**config.mk**
```make
export PLATFORM = sky130hd
export DESIGN_NAME = sha256_digest_tx
export DESIGN_NICKNAME = d
export VERILOG_FILES = /design/src/rtl/sha256_digest_tx.sv
export SDC_FILE = /design/constraint.sdc
export NUM_CORES = 1
export LEC_CHECK = 0
export CELL_PAD_IN_SITES_DETAIL_PLACEMENT = 1
export CELL_PAD_IN_SITES_GLOBAL_PLACEMENT = 2
export CORE_ASPECT_RATIO = 1.4
export CORE_MARGIN = 1
export CORE_UTILIZATION = 30
export DETAILED_ROUTE_END_ITERATION = 8
export PLACE_DENSITY = 0.9
export RECOVER_POWER = 25
export SLEW_MARGIN = 20
export SYNTH_ARGS = -nofsm -noshare
export SYNTH_HDL_FRONTEND = slang
export SYNTH_SLANG_ARGS = --single-unit
```
**constraint.sdc**
```tcl
create_clock -name clk -period 2.1 [get_ports clk]
set_input_delay 0.42 -clock clk [delete_from_list [all_inputs] [get_ports clk]]
set_output_delay 0.42 -clock clk [all_outputs]
set_load 0.005 [all_outputs]
```
**src/rtl/sha256_digest_tx.sv**
```systemverilog
// sha256_digest_tx
// Latches one 256-bit digest and streams it MSB-first over a valid/ready byte
// interface. It can send the digest as lowercase ASCII hex or as raw bytes, and
// can optionally add CR LF. A one-cycle done pulse marks the end of each frame.
module sha256_digest_tx #(
  parameter bit HEX_ASCII   = 1'b1,
  parameter bit APPEND_CRLF = 1'b1
) (
  input  logic         clk,
  input  logic         rst_n,
  input  logic [255:0] digest_in,
  input  logic         digest_valid,
  output logic         digest_ready,
  output logic [7:0]   tx_data,
  output logic         tx_valid,
  input  logic         tx_ready,
  output logic         done
);

  typedef enum logic [2:0] {
    ST_IDLE,
    ST_SEND,
    ST_CR,
    ST_LF,
    ST_FIN
  } state_t;

  // Index of the last digest symbol: 64 nibbles in hex mode, 32 bytes in raw mode
  localparam logic [6:0] LAST_IDX = HEX_ASCII ? 7'd63 : 7'd31;

  state_t       state;
  state_t       state_next;
  logic [255:0] shreg;
  logic [6:0]   cnt;
  logic         accept;
  logic         xfer;
  logic [3:0]   nibble;
  logic [7:0]   hex_char;

  assign accept = digest_valid & digest_ready;
  assign xfer   = tx_valid & tx_ready;
  assign nibble = shreg[255:252];

  // Map the leading nibble to a lowercase ASCII hex character ('0'-'9', 'a'-'f')
  assign hex_char = (nibble < 4'd10) ? (8'h30 + {4'h0, nibble})
                                     : (8'h57 + {4'h0, nibble});

  // State register
  always_ff @(posedge clk or negedge rst_n) begin
    if (!rst_n) begin
      state <= ST_IDLE;
    end else begin
      state <= state_next;
    end
  end

  // Digest shift register and symbol counter: load on accept, advance one symbol per transfer
  always_ff @(posedge clk or negedge rst_n) begin
    if (!rst_n) begin
      shreg <= '0;
      cnt   <= '0;
    end else if (accept) begin
      shreg <= digest_in;
      cnt   <= '0;
    end else if ((state == ST_SEND) && xfer) begin
      if (HEX_ASCII) begin
        shreg <= {shreg[251:0], 4'h0};
      end else begin
        shreg <= {shreg[247:0], 8'h00};
      end
      cnt <= cnt + 7'd1;
    end
  end

  // Next-state logic: each stage advances only on a completed byte transfer
  always_comb begin
    state_next = state;
    case (state)
      ST_IDLE: begin
        if (accept) begin
          state_next = ST_SEND;
        end
      end
      ST_SEND: begin
        if (xfer && (cnt == LAST_IDX)) begin
          if (APPEND_CRLF) begin
            state_next = ST_CR;
          end else begin
            state_next = ST_FIN;
          end
        end
      end
      ST_CR: begin
        if (xfer) begin
          state_next = ST_LF;
        end
      end
      ST_LF: begin
        if (xfer) begin
          state_next = ST_FIN;
        end
      end
      ST_FIN: begin
        if (accept) begin
          state_next = ST_SEND;
        end else begin
          state_next = ST_IDLE;
        end
      end
      default: state_next = ST_IDLE;
    endcase
  end

  // Outputs depend only on state and shreg, so tx_ready has no combinational path to tx_data
  always_comb begin
    digest_ready = 1'b0;
    tx_valid     = 1'b0;
    tx_data      = 8'h00;
    done         = 1'b0;
    case (state)
      ST_IDLE: begin
        digest_ready = 1'b1;
      end
      ST_SEND: begin
        tx_valid = 1'b1;
        if (HEX_ASCII) begin
          tx_data = hex_char;
        end else begin
          tx_data = shreg[255:248];
        end
      end
      ST_CR: begin
        tx_valid = 1'b1;
        tx_data  = 8'h0D;
      end
      ST_LF: begin
        tx_valid = 1'b1;
        tx_data  = 8'h0A;
      end
      ST_FIN: begin
        done         = 1'b1;
        digest_ready = 1'b1;
      end
      default: begin
        digest_ready = 1'b0;
      end
    endcase
  end

endmodule

```
==> results of run 1 <==
==> synthesized netlist by cell type <==
library cell / count / area share
buf_2: 73 / 0.032
inv_1: 6 / 0.0019
and4b_1: 1 / 0.00087
xnor2_1: 1 / 0.00076
o22ai_1: 248 / 0.13
o21a_1: 1 / 0.00065
nand2b_1: 1 / 0.00054
nand4bb_2: 1 / 0.0014
buf_4: 8 / 0.0052
nor2b_1: 1 / 0.00054
nor2_2: 1 / 0.00054
a21oi_1: 12 / 0.0052
or4_1: 2 / 0.0013
conb_1: 1 / 0.00032
o21ai_0: 7 / 0.0030
a41oi_1: 1 / 0.00076
nand2_1: 15 / 0.0049
clkbuf_1: 24 / 0.0078
nand3_1: 3 / 0.0013
buf_6: 12 / 0.012
nor3b_2: 1 / 0.0011
nor3_1: 246 / 0.11
a21boi_0: 1 / 0.00065
o211a_1: 1 / 0.00087
o31ai_1: 1 / 0.00065
nor2_1: 255 / 0.083
nand3b_1: 1 / 0.00065
o31a_1: 1 / 0.00076
nor3b_1: 2 / 0.0013
a31oi_1: 5 / 0.0027
ha_1: 2 / 0.0022
a22o_1: 5 / 0.0038
nor4bb_1: 2 / 0.0017
or3_1: 3 / 0.0016
nor4_1: 1 / 0.00054
buf_1: 1 / 0.00032
or3b_1: 1 / 0.00076
dfrtp_1: 266 / 0.58
==> kinds of logic after synthesis <==
logic type,after synthesis,share of synthesized area
buf+inv,124,0.0586
xor+xnor,1,0.000758
flops,266,0.576
compound gates,283,0.153
fa+ha+maj,2,0.00217
simple gates,537,0.209
other cells,1,0.000325
==> metrics by stage <==
step           worst slack (ps)  hold WS, ps  std cells
6_report                   19.2          465       1960
5_1_grt                   -77.8          459       1960
4_1_cts                    -167          439       1960
3_5_place_dp               -112          444       1906
3_3_place_gp              -46.3          449       1906
2_1_floorplan               597          124       1214
==> sequential cells by signal, indices dropped and copies added, names as in the netlist <==
register / flops
shreg: 256
cnt: 7
state: 3
==> routing by layer <==
layer	share of wire	routed length, um	vias up
met4	0.023	879	2
met5	0.00026	10	-
met1	0.41	15500	5212
met3	0.064	2410	57
li1	-	-	4925
met2	0.50	19000	266
==> report_power, final <==
group	total [W]	switching, W	leakage (nW)	internal, W
clock network	0.00480	0.00205	0.433	0.00275
registers	0.00648	0.000527	2.72	0.00596
logic	0.00216	0.000967	2.66	0.00120
total	0.0135	0.00354	5.81	0.00991
==> layout make-up <==
type | instances | area share
Timing Repair Buffer | 343 | 0.219
Clock inverter | 4 | 0.00126
Tap cell | 473 | 0.0371
Inverter | 6 | 0.00141
Multi-Input combinational cell | 824 | 0.270
Clock buffer | 44 | 0.0535
Sequential cell | 266 | 0.418
==> worst register-to-register path, delay by kind of cell, from the launching register on <==
kind / cells / cell delay (ps)
AOI/OAI and AO/OA: 1 / 240
buffers and inverters: 2 / 510
DFF: 1 / 370
and+or+nand+nor: 2 / 580
==> path summary, 6_finish.rpt <==
path | slack (ps) | depth (start not counted) | from | to
min in group asynchronous | 620 | 2 | rst_n | shreg[193]
max in group asynchronous | 280 | 3 | rst_n | shreg[230]
setup / recovery | 20 | 6 | shreg[252] | tx_data[2]
hold / removal | 470 | 3 | digest_in[255] | shreg[255]
setup reg to reg | 290 | 5 | state[1] | shreg[240]
hold reg to reg | 510 | 2 | shreg[61] | shreg[61]
==> what timing repair did <==
action | CTS | global route
buffers inserted | 5 | 0
endpoints found under the setup margin | 10 | 9
hold endpoints to repair | 56 | 0
gates resized for setup | 40 | 9
hold buffers | 1 | 0
pin swaps | 3 | 5
==> results.md, run 1 <==
- Outcome: finished, final reports clean
- CP Max Fanout: 3
- Delay-heaviest family, CP: flip-flops
- Fillers: 4,224
- Cell area power density: about 840 mW/mm2
- Placement Rows: 84
- Layout cell share with drive strength beyond 1: 0.0901
- Die X: 168 um
- Peak VDD IR: 592 uV
- Max clock buf depth: 3
- DR pass1 iterations: 5
- P_leak: 5.81 nW
- Num CTS Buffers: 28
- CP Class: reg2out
- Distinct cell type count after synthesis: 38
- Critical path capture point type: output pin
- Placer congestion estimate: approximately 0.77
- Worst hold path type: in2reg
- Via density: about 5.3
- Worst Path Required: 1680 ps
- Mean Syn Cell Area: 9.51 um2
- Post-DP Area: 0.0151 mm2
- Post-DRT Antenna Nets: 0
- Max-cap viol count: 0
- First-pass GRT wire length: 60.3 mm
- Fin. max-slew vios: 0
- Design Power: 0.0135 W
- Post-DP HPWL: around 26 mm
- Ports: 271
- Largest net degree at the start of global routing: 75
- Seq cells post-synth: 266
- Warnings, synthesis: 0
- Worst clock skew: 18.1 ps
- Vias: between 10,000 and 15,000
- Antenna diodes: 0
- CP Cell Sequence: inv_2 > ha_4 > and4b_1 > o21ai_1 > a21oi_1 > buf_2
- Crit path DAT: 1660 ps
- Final Hold Viols: 0
- Register area share after synthesis: 0.576
- M3 GR Usage: 0.0461
- Clk slew on worst S/H paths: 60 ps
- Vias in the first global route: 11,300
- Grt met2 use: 0.342
- Die area: 0.0393 mm2
- Slowest-stage cell, CP: dfrtp_1
- Met1 Usage GRT: 0.227
- # H-tree levels: 1
- Minimum clock period: ~2100 ps
- Delay of the slowest critical-path stage: 380 ps
- Initial DRC count: 507
- Setup TNS: 0 ps
- Height of the die: roughly 230 um
- Final WL: 37.8 mm
- Cell area after layout: 0.0159 mm2
- CP Launch Type: flop
- Post-DR wirelength/cell: roughly 19 um
- Clock sinks: around 270
- Register area: 0.00666 mm2
- Syn_nets: 1,476
- Layout area overhead: 38.0%
- Area of the multi-input gates: 0.00430 mm2
- Total Nets Final: approximately 1,700
- Root buffer cell: clkbuf_16
- Cell count after synthesis: 1,214
- Fmax: 481 MHz
- Total global routing overflow: 0
- Crit path buffers/inverters: 2
- Most frequent cells in the layout: 265 x dfrtp_1, 258 x clkdlybuf4s50_1, 253 x nor2_1, 248 x o22ai_1, 245 x nor3_1
- Total global routing track utilization: 0.192
- RSZ-0062 raised after global routing: yes
- Initial Utilization: 0.306
- Initial antenna violation count: 1
- Max_slew headroom: 0.249
- Commonest non-fill, non-tap cell in the layout: dfrtp_1
- Number of port buffers: 269
- Worst skew pair latency: between 500 and 600 ps
- Core area: about 0.038 mm2
- Final setup violation count: 0
- Final period utilization: 0.991
- Worst slew pin tran: 1130 ps
- Number of remaining DRC errors: 0
- Post-Syn Area: 0.0116 mm2
- GR peak layer: met2
- CTS tree: yes
- Final core occ: 0.422
(Power assumes the default switching activity.)
==> run 2, diff against run 1 <==
--- a/config.mk
+++ b/config.mk
@@ -12,7 +12,6 @@
 export CORE_UTILIZATION = 30
 export DETAILED_ROUTE_END_ITERATION = 8
 export PLACE_DENSITY = 0.9
-export RECOVER_POWER = 25
 export SLEW_MARGIN = 20
 export SYNTH_ARGS = -nofsm -noshare
 export SYNTH_HDL_FRONTEND = slang
==> constraint.sdc (replaced) <==
create_clock -name clk -period 2.1 [get_ports clk]
set_input_delay 0.315 -clock clk [delete_from_list [all_inputs] [get_ports clk]]
set_output_delay 0.315 -clock clk [all_outputs]
set_load 0.005 [all_outputs]
==> run 2 against run 1 <==
Worst hold slack worse by 130 ps. Largest cell class unchanged. Clock power is 22% higher. Critical endpoint unchanged. Core utilization rose by 0.72 points. Total power increased by 7.6%.
==> results.md, run 2 (synthesized netlist as in run 1, its figures left out) <==
- Ports: 271 (unchanged)
- Fin. max-slew vios: 0 (unchanged)
- Vias in the first global route: 11,300 (-0.48%)
- Final setup violation count: 0 (unchanged)
- Crit path buffers/inverters: 3 (+1)
- Worst Path Required: 1780 ps (+100 ps)
- Regs by FF count: shreg (256), cnt (7), state (3)
- Fmax: 491 MHz (+2.2%)
- Core area: 0.0377 mm2 (unchanged)
- First-pass GRT wire length: 59.9 mm (-0.62%)
- Total global routing overflow: 0 (unchanged)
- Total Nets Final: 1,731 (unchanged)
- CP Class: reg2out
- Critical path capture point type: output pin
- Post-DR wirelength/cell: 19.0 um (-1.5%)
- RSZ-0062 raised after global routing: yes
- Total global routing track utilization: 0.189 (-0.00269)
- Worst setup margin: 65.0 ps (+45.8 ps)
- Fillers: 4,246 (+0.52%)
- Clock sinks: 266 (unchanged)
- Hold slack: 338 ps (-127 ps)
- Num CTS Buffers: 30 (+7.1%)
- Worst clock skew: 12.3 ps (-5.74 ps)
- Register area: 0.00666 mm2 (about the same)
- Initial Utilization: 0.306 (unchanged)
- Final core occ: 0.430 (+0.00723)
- Max_slew headroom: 0.512 (+0.263)
- CTS tree: yes
- Max reg flops: 256 (unchanged)
- Pre-CTS setup slack: 33.3 ps (+145 ps)
- Minimum clock period: 2040 ps (-45.8 ps)
- Max-cap viol count: 0 (unchanged)
- Number of port buffers: 269 (unchanged)
- Final Hold Viols: 0 (unchanged)
- DR pass1 iterations: 4 (-1)
- Reg with most FFs: shreg
- Vias: 10,400 (-0.42%)
- Max clock buf depth: 3 (unchanged)
- Placement Rows: 84 (unchanged)
- Final WL: 37.3 mm (-1.2%)
- Clk slew on worst S/H paths: 60 ps (about the same)
- Worst skew pair latency: 550 ps (about the same)
- Slowest-stage cell, CP: dfrtp_1
- Number of remaining DRC errors: 0 (unchanged)
- Final period utilization: 0.969 (-0.0218)
- Root buffer cell: clkbuf_16
- Layout area overhead: 40.3%
- Placer congestion estimate: 0.768 (+0.22%)
- Crit path DAT: 1720 ps (+60 ps)
- Initial DRC count: 514 (+1.4%)
- Most frequent cells in the layout: 264 x dfrtp_1, 258 x clkdlybuf4s50_1, 255 x nor2_1, 248 x o22ai_1, 246 x nor3_1
- Area of the multi-input gates: 0.00429 mm2 (-0.26%)
- Peak VDD IR: 570 uV (-3.7%)
- Post-DP HPWL: 25.1 mm (-2.7%)
- Commonest non-fill, non-tap cell in the layout: dfrtp_1
- Die area: 0.0393 mm2 (unchanged)
- Delay-heaviest family, CP: buffers and inverters
- Initial antenna violation count: 1 (unchanged)
- Delay of the slowest critical-path stage: 390 ps (about the same)
- Largest net degree at the start of global routing: 107 (+43%)
- Worst hold path type: in2async
- CP most frequent cell: buf_4
- CP Max Fanout: 2 (-1)
- CP Cell Sequence: buf_4 > buf_4 > and4b_1 > o21ai_1 > a21oi_1 > buf_2
- Setup TNS: 0 ps (unchanged)
- Via density: 5.30 (-0.72%)
- CP Launch Type: flop
- # H-tree levels: 1 (unchanged)
- Layout cell share with drive strength beyond 1: 0.0979 (+0.00774)
- Worst slew pin tran: 731 ps (-395 ps)
- Height of the die: 234 um (unchanged)
- Cell area power density: 893 mW/mm2 (+5.8%)
- P_leak: 5.94 nW (+2.1%)
- Die X: 168 um (unchanged)
- Final std cells w/o fill: 1,966 (+0.31%)
- Post-DRT Antenna Nets: 0 (unchanged)
- Placed insts: 1,902 (-0.21%)
- Outcome: finished, final reports clean
-- run 2: changes by cell type in the layout (fill, tap and decap cells not counted), moves of 2 or more --
cell	delta
clkbuf_1	-8
bufinv_16	+6
buf_4	+3
dlygate4sd2_1	+3
buf_12	+2
clkbuf_16	+2
clkbuf_2	-2
clkbuf_4	-2
clkdlybuf4s15_1	-2
clkinvlp_4	+2
nor2_1	+2
nor2_2	-2
-- run 2: through the flow --
step	total power, W	area (um2)
floorplan	0.00755	11600
finish	0.0145	16200
global route	0.0152	16200
detailed placement	0.00871	15000
global placement	0.00859	15000
CTS	0.0147	16200
-- run 2: layout make-up --
type                    instances  area share
diodes                          1    0.000154
repair buffers                341       0.218
multi-input cells             824       0.264
flip-flops and latches        266       0.411
inverters                       6     0.00139
well taps                     473      0.0365
clock inverters                13      0.0138
clock buffers                  42      0.0553
-- run 2: metal layers --
metal / GRT usage / vias up / wire, um
li1: - / 4942 / -
met2: 0.330 / 261 / 18300
met1: 0.233 / 5166 / 16000
met5: 0 / - / 0
met4: 0.0542 / 0 / 757
met3: 0.0405 / 49 / 2180
-- run 2: worst paths after layout --
path	startpoint	to	slack [ps]	cells after the start
worst max register to register	state[1]	shreg[21]	220	6
min in group clk	digest_in[255]	shreg[255]	350	3
worst min-delay path	rst_n	shreg[190]	340	2
worst max-delay path	shreg[253]	tx_data[2]	60	6
worst min register to register	shreg[78]	shreg[78]	500	2
max in group asynchronous	rst_n	shreg[50]	1000	3
-- run 2: timing repair --
action / in CTS / in global routing
gates resized for setup: 37 / 6
buffers inserted: 6 / 1
hold buffers: 1 / 0
endpoints found under the hold margin: 68 / 0
endpoints found under the setup margin: 10 / 3
pin swaps: 3 / 2
-- run 2: power by group --
| part | internal, W | switching [W] | leakage, nW |
|---|---|---|---|
| registers | 0.00596 | 0.000520 | 2.72 |
| logic | 0.00120 | 0.000953 | 2.67 |
| clock network | 0.00370 | 0.00214 | 0.548 |
| total | 0.0109 | 0.00362 | 5.94 |
==> run 3, diff against run 2 <==
--- a/config.mk
+++ b/config.mk
@@ -12,6 +12,7 @@
 export CORE_UTILIZATION = 30
 export DETAILED_ROUTE_END_ITERATION = 8
 export PLACE_DENSITY = 0.9
+export SKIP_LAST_GASP = 1
 export SLEW_MARGIN = 20
 export SYNTH_ARGS = -nofsm -noshare
 export SYNTH_HDL_FRONTEND = slang
==> run 3 against run 2 <==
The flow now finishes with violations (setup timing). Setup slack worse by 67 ps. Critical path type unchanged. Core utilization is 0.12 points higher. Via count is 0.16% higher. Routed wire length is 0.38% higher. Non-clock buffer count is 6 higher. Clock power hardly changed. Final cell count is 0.31% higher. Largest cell class unchanged.
==> results.md, run 3 (synthesized netlist as in run 1, its figures left out) <==
- Post-DRT Antenna Nets: 0 (unchanged)
- Total Nets Final: 1,737 (+0.35%)
- Initial DRC count: 475 (-7.6%)
- Psw: 0.00362 W (about the same)
- Wire length on met2: 18.5 mm (+0.87%)
- Worst hold path type: in2async
- Num CTS Buffers: 30 (unchanged)
- Final std cells w/o fill: 1,972 (+0.31%)
- CP Max Fanout: 8 (+6)
- First-pass GRT wire length: 59.8 mm (-0.12%)
- Register area: 0.00666 mm2 (unchanged)
- Fmax: 476 MHz (-3.2%)
- Outcome: finished, violations left
- Layout area overhead: 40.7%
- Max_slew headroom: 0.513 (about the same)
- Cell area after layout: 0.0163 mm2 (+0.28%)
- Slowest-stage cell, CP: dfrtp_1
- Vias in the first global route: 11,300 (-0.23%)
- Total global routing overflow: 0 (unchanged)
- Clock sinks: 266 (unchanged)
- CP Cell Sequence: buf_6 > buf_4 > nor3_1 > dlygate4sd2_1
- CTS tree: yes
- Post-DP HPWL: 25.1 mm (unchanged)
- Worst clock skew: 13.5 ps (+1.14 ps)
- Commonest non-fill, non-tap cell in the layout: dfrtp_1
- Crit path DAT: 1790 ps (+70 ps)
- Regs by FF count: shreg (256), cnt (7), state (3)
- Final core occ: 0.431 (+0.00119)
- Final WL: 37.5 mm (+0.38%)
- Total global routing track utilization: 0.189 (about the same)
- Reg with most FFs: shreg
- CP Launch Type: flop
- Number of port buffers: 269 (unchanged)
- Minimum clock period: 2100 ps (+66.7 ps)
- Placer congestion estimate: 0.768 (unchanged)
- Clk slew on worst S/H paths: 60 ps (about the same)
- Worst Path Required: 1780 ps (about the same)
- Height of the die: 234 um (unchanged)
- Root buffer cell: clkbuf_16
- Largest net degree at the start of global routing: 107 (unchanged)
- Sw Ratio: 0.250 (about the same)
- Max reg flops: 256 (unchanged)
- Pre-CTS setup slack: 33.3 ps (unchanged)
- Flop pwr share: 0.448 (about the same)
- Worst setup margin: -1.77 ps (-66.7 ps)
- Metal-1 WL: 15.9 mm (-0.84%)
- Layout cell share with drive strength beyond 1: 0.101 (+0.00295)
- Peak VDD IR: 571 uV (+0.14%)
- Top Metal Used: met4
- Max clock buf depth: 3 (unchanged)
- Via density: 5.29 (-0.14%)
- Initial Utilization: 0.306 (unchanged)
- Initial antenna violation count: 1 (unchanged)
- Placement Rows: 84 (unchanged)
- Final Hold Viols: 0 (unchanged)
- Clock power frac: 0.404 (about the same)
- Worst skew pair latency: 550 ps (about the same)
- CP Class: reg2out
- Fillers: 4,245 (-0.024%)
- DR pass1 iterations: 4 (unchanged)
- Final period utilization: 1.00 (+0.0318)
- Die area: 0.0393 mm2 (unchanged)
- P_leak: 5.97 nW (+0.61%)
- Final setup violation count: 1 (+1)
- Logic pwr share: 0.149 (about the same)
- Post-DP Area: 0.0150 mm2 (unchanged)
- # H-tree levels: 1 (unchanged)
- Design Power: 0.0145 W (unchanged)
- Routed met3 length: 2.28 mm (+4.7%)
- Worst slew pin tran: 731 ps (-0.541 ps)
- Vias: 10,400 (+0.16%)
- Area of the multi-input gates: 0.00428 mm2 (-0.26%)
- Core area: 0.0377 mm2 (unchanged)
- Max-cap viol count: 0 (unchanged)
- Pint: 0.0109 W (about the same)
- Most frequent cells in the layout: 264 x dfrtp_1, 258 x clkdlybuf4s50_1, 254 x nor2_1, 248 x o22ai_1, 246 x nor3_1
- Number of remaining DRC errors: 0 (unchanged)
- Delay of the slowest critical-path stage: 450 ps (+60 ps)
- Die X: 168 um (unchanged)
- Post-DR wirelength/cell: 19.0 um (about the same)
- Placed insts: 1,902 (unchanged)
- Ports: 271 (unchanged)
- Cell area power density: 890 mW/mm2 (-0.28%)
- RSZ-0062 raised after global routing: yes
- Critical path capture point type: output pin
- Fin. max-slew vios: 0 (unchanged)
- Failing checks: setup timing
==> run 3: final timing paths <==
kind,from,end,slack [ps],cells after the start
worst max-delay path,state[0],done,-2,4
worst min-delay path,rst_n,shreg[190],340,2
worst max register to register,state[0],shreg[21],50,7
worst min register to register,shreg[78],shreg[78],500,2
max in group asynchronous,rst_n,shreg[50],1000,3
min in group clk,digest_in[255],shreg[255],350,3
==> run 3: metal layers <==
layer  vias to the layer above  global-route usage
met1                      5163               0.233
met4                         0              0.0542
met3                        51              0.0410
met5                         -                   0
li1                       4954                   -
met2                       267               0.331
==> run 3: per-stage QoR <==
step	TNS, ps	hold slack (ps)
4_1_cts	-395	318
6_report	-1.77	339
3_5_place_dp	0	361
5_1_grt	-171	354
3_3_place_gp	0	351
2_1_floorplan	0	19.4
==> run 3: worst max-delay path: cells and delay by family, from the launching register on <==
kind / cells / cell delay [ps]
buffers and inverters: 3 / 610
DFF: 1 / 450
and+or+nand+nor: 1 / 180
==> run 3: layout make-up <==
cell class | count | area share
flip-flops and latches | 266 | 0.410
multi-input cells | 824 | 0.263
repair buffers | 347 | 0.220
clock buffers | 42 | 0.0552
well taps | 473 | 0.0364
clock inverters | 13 | 0.0138
inverters | 6 | 0.00139
diodes | 1 | 0.000154
==> run 3: timing repair <==
| item | CTS | global route |
|---|---|---|
| pin swaps | 3 | 1 |
| setup endpoints to repair | 10 | 5 |
| hold buffers | 1 | 0 |
| setup buffers | 6 | 7 |
| hold endpoints to repair | 68 | 0 |
| gates resized for setup | 23 | 18 |
==> run 3: power groups by stage <==
stage | Clock (W) | Sequential (W) | Combinational [W]
final | 0.00584 | 0.00648 | 0.00215
after global routing | 0.00620 | 0.00658 | 0.00241
after CTS | 0.00604 | 0.00648 | 0.00218
after detailed placement | 0 | 0.00655 | 0.00216
after global placement | 0 | 0.00652 | 0.00207
after floorplan | 0 | 0.00639 | 0.00117
